**src/rtl/aes_pkg.sv**
```systemverilog
// Shared types and constants for the AES round scheduler and its arbiter.
package aes_pkg;

  localparam int unsigned AES_NROUNDS = 10;
  localparam int unsigned AES_BLK_W   = 128;
  localparam int unsigned AES_RCNT_W  = 4;
  localparam int unsigned AES_NCH     = 2;

  typedef enum logic [1:0] {
    IDLE = 2'd0,
    RUN  = 2'd1,
    CAPT = 2'd2,
    DONE = 2'd3
  } aes_state_e;

endpackage

```
**src/rtl/aes_rr_arb2.sv**
```systemverilog
// Two-way round-robin grant: a lone requester wins, a tie goes to the channel
// that was not granted last.
module aes_rr_arb2
  import aes_pkg::*;
(
  input  logic [AES_NCH-1:0] req_valid_i,
  input  logic               last_id_i,
  output logic [AES_NCH-1:0] gnt_c_o,
  output logic               gnt_id_c_o
);

  always_comb begin
    gnt_id_c_o = 1'b0;
    gnt_c_o    = '0;
    case (req_valid_i)
      2'b01:   gnt_id_c_o = 1'b0;
      2'b10:   gnt_id_c_o = 1'b1;
      2'b11:   gnt_id_c_o = ~last_id_i;
      default: gnt_id_c_o = 1'b0;
    endcase
    if (|req_valid_i) begin
      gnt_c_o = gnt_id_c_o ? 2'b10 : 2'b01;
    end
  end

endmodule

```
**src/rtl/aes_round_sched.sv**
```systemverilog
// Shares one single-round AES core between two block requesters.
// Optional per-channel completion counters: define AES_ROUND_SCHED_STATS_EN.
module aes_round_sched
  import aes_pkg::*;
#(
  parameter int unsigned BLK_W = AES_BLK_W,
  parameter int unsigned CNT_W = 16
) (
  input  logic                  clock,
  input  logic                  resetn,
  input  logic [AES_NCH-1:0]    req_valid,
  output logic [AES_NCH-1:0]    req_ready,
  input  logic [BLK_W-1:0]      req_data0,
  input  logic [BLK_W-1:0]      req_data1,
  output logic                  out_valid,
  input  logic                  out_ready,
  output logic [BLK_W-1:0]      out_data,
  output logic                  out_id,
  output logic                  busy,
  output logic                  core_enable,
  output logic [AES_RCNT_W-1:0] core_round,
  output logic [BLK_W-1:0]      core_i_text,
  input  logic [BLK_W-1:0]      core_o_text,
  input  logic [BLK_W-1:0]      core_rkey,
  output logic [CNT_W-1:0]      stat_cnt0,
  output logic [CNT_W-1:0]      stat_cnt1
);

  aes_state_e            state_q, state_d;
  logic [AES_RCNT_W-1:0] rcnt_q, rcnt_d;
  logic                  last_id_q, last_id_d;
  logic                  cur_id_q, cur_id_d;
  logic [BLK_W-1:0]      result_q, result_d;

  logic [AES_NCH-1:0]    gnt_c;
  logic                  gnt_id_c;
  logic [AES_NCH-1:0]    req_ready_c;
  logic                  core_enable_c;
  logic [AES_RCNT_W-1:0] core_round_c;
  logic [BLK_W-1:0]      core_i_text_c;
  logic                  out_hs_c;

  aes_rr_arb2 u_arb (
    .req_valid_i (req_valid),
    .last_id_i   (last_id_q),
    .gnt_c_o     (gnt_c),
    .gnt_id_c_o  (gnt_id_c)
  );

  // State and datapath registers.
  always_ff @(posedge clock) begin
    if (!resetn) begin
      state_q   <= IDLE;
      rcnt_q    <= '0;
      last_id_q <= 1'b1;
      cur_id_q  <= 1'b0;
      result_q  <= '0;
    end else begin
      state_q   <= state_d;
      rcnt_q    <= rcnt_d;
      last_id_q <= last_id_d;
      cur_id_q  <= cur_id_d;
      result_q  <= result_d;
    end
  end

  // Next state and core drive; round 0 (AddRoundKey + first round) issues in the accept cycle.
  always_comb begin
    state_d       = state_q;
    rcnt_d        = rcnt_q;
    last_id_d     = last_id_q;
    cur_id_d      = cur_id_q;
    result_d      = result_q;
    req_ready_c   = '0;
    core_enable_c = 1'b0;
    core_round_c  = '0;
    core_i_text_c = '0;
    case (state_q)
      IDLE: begin
        req_ready_c = gnt_c;
        if (|gnt_c) begin
          core_enable_c = 1'b1;
          core_i_text_c = (gnt_id_c ? req_data1 : req_data0) ^ core_rkey;
          rcnt_d        = AES_RCNT_W'(1);
          cur_id_d      = gnt_id_c;
          last_id_d     = gnt_id_c;
          state_d       = RUN;
        end
      end
      RUN: begin
        core_enable_c = 1'b1;
        core_round_c  = rcnt_q;
        core_i_text_c = core_o_text;
        rcnt_d        = rcnt_q + AES_RCNT_W'(1);
        if (rcnt_q == AES_RCNT_W'(AES_NROUNDS - 1)) begin
          state_d = CAPT;
        end
      end
      CAPT: begin
        result_d = core_o_text;
        state_d  = DONE;
      end
      DONE: begin
        if (out_ready) begin
          rcnt_d  = '0;
          state_d = IDLE;
        end
      end
      default: state_d = IDLE;
    endcase
  end

  // Combinational outputs are held quiet while reset is asserted.
  assign req_ready   = resetn ? req_ready_c : '0;
  assign core_enable = resetn & core_enable_c;
  assign core_round  = resetn ? core_round_c : '0;
  assign core_i_text = resetn ? core_i_text_c : '0;

  assign out_valid = (state_q == DONE);
  assign out_data  = result_q;
  assign out_id    = cur_id_q;
  assign busy      = (state_q != IDLE);
  assign out_hs_c  = out_valid & out_ready;

`ifdef AES_ROUND_SCHED_STATS_EN
  logic [CNT_W-1:0] cnt0_q, cnt0_d, cnt1_q, cnt1_d;

  // Saturating completion counters, bumped on each output handshake.
  always_comb begin
    cnt0_d = cnt0_q;
    cnt1_d = cnt1_q;
    if (out_hs_c && !cur_id_q && !(&cnt0_q)) cnt0_d = cnt0_q + CNT_W'(1);
    if (out_hs_c &&  cur_id_q && !(&cnt1_q)) cnt1_d = cnt1_q + CNT_W'(1);
  end

  always_ff @(posedge clock) begin
    if (!resetn) begin
      cnt0_q <= '0;
      cnt1_q <= '0;
    end else begin
      cnt0_q <= cnt0_d;
      cnt1_q <= cnt1_d;
    end
  end

  assign stat_cnt0 = cnt0_q;
  assign stat_cnt1 = cnt1_q;
`else
  logic unused_hs_c;
  assign unused_hs_c = out_hs_c;
  assign stat_cnt0   = '0;
  assign stat_cnt1   = '0;
`endif

endmodule

```
**config.mk**
```make
export PLATFORM = sky130hd
export DESIGN_NAME = aes_round_sched
export DESIGN_NICKNAME = d
export VERILOG_FILES = /design/src/rtl/aes_pkg.sv /design/src/rtl/aes_rr_arb2.sv /design/src/rtl/aes_round_sched.sv
export SDC_FILE = /design/constraint.sdc
export NUM_CORES = 1
export LEC_CHECK = 0
export ABC_AREA = 1
export CAP_MARGIN = 15
export CORE_AREA = 2 2 313 315
export DETAILED_ROUTE_END_ITERATION = 10
export DIE_AREA = 0 0 315 317
export PLACE_DENSITY = 0.39
export SLEW_MARGIN = 0
export SYNTH_ARGS = -nofsm -noshare
export SYNTH_HDL_FRONTEND = slang
export SYNTH_SLANG_ARGS = --single-unit
export TNS_END_PERCENT = 50
```
**constraint.sdc**
```tcl
create_clock -name clock -period 2.95 [get_ports clock]
set_clock_uncertainty 0.05 [all_clocks]
set_input_delay 0.59 -clock clock [delete_from_list [all_inputs] [get_ports clock]]
set_output_delay 0.59 -clock clock [all_outputs]
set_load 0.01 [all_outputs]
```
==> impl_results.md <==
- Total power of the final layout: 14.9 mW
- Total number of vias: approximately 18000
- Classification of the worst setup path: input pin to primary output
- Area after DPL: between 0.02 and 0.025 sq mm
- Core Rows: about 110
- Drt drc: 0
- Number of pins exceeding their max-slew limit in the final report: 0
- Clock Path Buffers: 2
- Clock slew at reported path FFs: approximately 0.06 ns
- Remaining number of nets flagged by the antenna check after routing: 0
- Period utilization: between 90% and 100%
- Number of maximum-capacitance constraint violations: 0
- Instance count of the mapped netlist: about 2300
- Number of primary I/O pins: 815
- Commonest non-fill, non-tap cell in the layout: sky130_fd_sc_hd__clkdlybuf4s50_1
- Peak VDD IR: around 0.40 mV
- Cell type contributing the most total cell area after synthesis: sky130_fd_sc_hd__nand3_1
- Post-layout net count: 3658
- Dominant cells by area after synthesis: sky130_fd_sc_hd__nand3_1, sky130_fd_sc_hd__dfxtp_1, sky130_fd_sc_hd__nand2_1
- Die area: around 0.10 sq mm
- Clock share of power: around 16%
- Type of the tightest min-delay check: flip-flop to flip-flop
- Number of DRC markers after the initial detailed-route iteration: around 1100
- Global-route track usage on met3: 6.61%
- Outcome: complete, no violations
- Detailed-placement wirelength estimate: 70000 um
- CTS tree: yes
- Global-route wire length before repair: 126000 um
- Int Power: 8.30 mW
- Count of final hold-check violations: 0
- CTS buffer count: 17
- Seq/Total Area, Yosys: between 20% and 30%
- Initial antenna violation count: 30
- Highest-count cells in the layout ignoring fill and taps: sky130_fd_sc_hd__clkdlybuf4s50_1, sky130_fd_sc_hd__nand3_1, sky130_fd_sc_hd__nand2_1
- Post-Place Worst Slack: -0.533 ns
- List of cells traversed by the critical path: clkdlybuf4s15_1 -> nand2_8 -> nand2_8 -> buf_4 -> buf_16 -> buf_12 -> buf_6 -> buf_4 -> nand2_1 -> nand3_2 -> nand3_2 -> a21oi_1 -> buf_2
- Share of total power consumed by net switching: 44.2%
- Launch instance of the worst min-delay path: out_id
- Worst slew slack as a fraction of its limit: 36.2%
- Core outline area: between 0.09 and 0.1 sq mm
- Yosys warnings: 0
- Combinational group share of total power: between 60% and 70%
- Area of combinational cells with multiple inputs: ~0.0077 sq mm
- Max stage delay on crit path: approximately 0.26 ns
- Final worst-path setup slack: 0.0484 ns
- Starting density of the core: about an eighth
- Final design instance area without fill: approximately 0.024 sq mm
- Sequential cell area: 0.00273 sq mm
- Count of unique library cells instantiated by Yosys: 21
- Width of the die: around 320 um
- CTS H-Tree Depth: 4
- Max stage delay cell, worst path: sky130_fd_sc_hd__clkdlybuf4s15_1
- Post-layout minimum cycle time: between 2 and 3 ns
- TritonCTS sink count: about 140
- Measured slew at the worst slew-check pin: 0.958 ns
- Net switching component of the power: roughly 6.6 mW
- Setup Viol. Count Final: 0
- CP endpoint kind: primary output
- Required time at the endpoint of the critical path: 2.31 ns
- Part of the total power dissipated in sequential elements: between 10% and 20%
- Placer congestion estimate: 0.856
- Synthesized cell area: around 0.012 sq mm
- Filler cells: roughly 11000
- Clock root buffer: sky130_fd_sc_hd__clkbuf_16
- Avg Synthesized Cell Area: 5.35 sq um
- Source of the critical timing path: req_valid[0]
- Maximum number of pins on one net before global-route repair: 130
- Clock latency on the worst-skew pair: roughly 0.5 ns
- Pwr/cell area: ~620 mW/mm^2
- First-pass detailed-route iteration total: 7
- Total track usage: between 10% and 20%
- Max Freq: 0.345 GHz
- Proportion of netlist area held by the largest area contributor: roughly a quarter
- Worst reg2reg path startpoint: state_q[0]
- Total gr overflow: 0
- Drt total wl: between 90000 and 100000 um
- Met1 Track Usage GR: 20.3%
- Layout Area Growth over Synthesis: 91.5%
- Share of post-route cells with drive strength above 1: roughly 13%
- Startpoint type of the worst setup path: input pin
- Die Y: around 320 um
- M2 GR Usage: between 20% and 30%
- Largest fanout on the critical path: 8
- Global routing's busiest layer: met2
- Via count of the first global-routing pass: approximately 17000
- Port Buffer Count: 782
- Leakage Power: 11.2 nW
- Vias per inst: 4.08
- Sum of negative setup slack: 0 ns
- RSZ-0062 raised after global routing: true
- Count of state elements after synthesis: between 100 and 150
- Avg WL per Cell: around 21 um
- Data arrival time of the critical path: 2.26 ns
cell usage after synthesis:
| master | count |
|---|---|
| sky130_fd_sc_hd__a21oi_1 | 131 |
| sky130_fd_sc_hd__and2_1 | 1 |
| sky130_fd_sc_hd__buf_1 | 2 |
| sky130_fd_sc_hd__buf_2 | 100 |
| sky130_fd_sc_hd__buf_4 | 46 |
| sky130_fd_sc_hd__clkbuf_1 | 55 |
| sky130_fd_sc_hd__conb_1 | 1 |
| sky130_fd_sc_hd__dfxtp_1 | 136 |
| sky130_fd_sc_hd__ha_1 | 6 |
| sky130_fd_sc_hd__inv_1 | 397 |
| sky130_fd_sc_hd__inv_2 | 1 |
| sky130_fd_sc_hd__nand2_1 | 398 |
| sky130_fd_sc_hd__nand2_2 | 1 |
| sky130_fd_sc_hd__nand3_1 | 648 |
| sky130_fd_sc_hd__nand4_1 | 1 |
| sky130_fd_sc_hd__nor2_1 | 266 |
| sky130_fd_sc_hd__nor2_2 | 1 |
| sky130_fd_sc_hd__nor3_1 | 2 |
| sky130_fd_sc_hd__o21ai_0 | 134 |
| sky130_fd_sc_hd__o31ai_1 | 1 |
| sky130_fd_sc_hd__xor2_1 | 1 |
through the flow:
| stage | cells | utilization [%] | hold slack, ns |
|---|---|---|---|
| finish | 4438 | 24.8 | 0.432 |
| floorplan | 2360 | - | 0.379 |
| global route | 4434 | 24.8 | 0.457 |
| global placement | 4341 | 23.2 | 0.427 |
| detailed placement | 4341 | 23.2 | 0.429 |
| CTS | 4407 | 24.5 | 0.437 |
kinds of logic after synthesis:
| kind of cell | after synthesis | share of synthesized area (%) |
|---|---|---|
| fa+ha+maj | 6 | 0.602 |
| buf+inv | 601 | 20.5 |
| xor+xnor | 1 | 0.0703 |
| simple gates | 1318 | 46.3 |
| other cells | 1 | 0.0301 |
| compound gates | 266 | 10.7 |
| flops | 136 | 21.8 |
worst max-delay path: cells and delay by family:
| family | cells | cell delay [ns] |
|---|---|---|
| buf+inv | 7 | 1.12 |
| compound gates | 1 | 0.06 |
| simple gates | 5 | 0.48 |
power by group through the flow:
stage               registers, mW  clock network, mW  logic (mW)
floorplan                    3.13                  0        3.34
global placement             2.84                  0        8.90
detailed placement           2.84                  0        8.87
CTS                          2.82               2.52        9.48
global route                 2.91               2.57        10.5
finish                       2.82               2.39        9.67
state kept, by name, summed over array words and instances (netlist names):
register,cells
last_id_q,1
out_id,1
state_q,2
out_data,128
rcnt_q,4
worst paths after layout:
check	cells after the start	slack, ns	end
hold reg to reg	2	0.43	out_id
setup / recovery	13	0.05	core_i_text[9]
hold / removal	2	0.43	out_id
setup reg to reg	7	1.11	out_data[31]
area by class of cell:
cell class	instances	area share, %
clock inverter	13	0.608
sequential	136	11.4
inverter	398	6.30
clock buffer	19	1.85
tap	1276	6.69
antenna	14	0.147
multi-input combinational	1624	32.4
timing repair buffer	958	40.6
timing repair:
item / CTS / global route
endpoints found under the hold margin: 0 / 0
pin swaps: 12 / 10
resized for setup: 422 / 151
hold buffers: 0 / 0
setup endpoints to repair: 134 / 118
cloned: 11 / 7
setup buffers: 23 / 10
routing by layer:
layer	vias to the layer above	wire length, um
met1	8326	37600
met4	14	2430
li1	8978	-
met2	664	44200
met5	-	75
met3	106	7800
No activity file was read; power rests on OpenSTA's default activity.
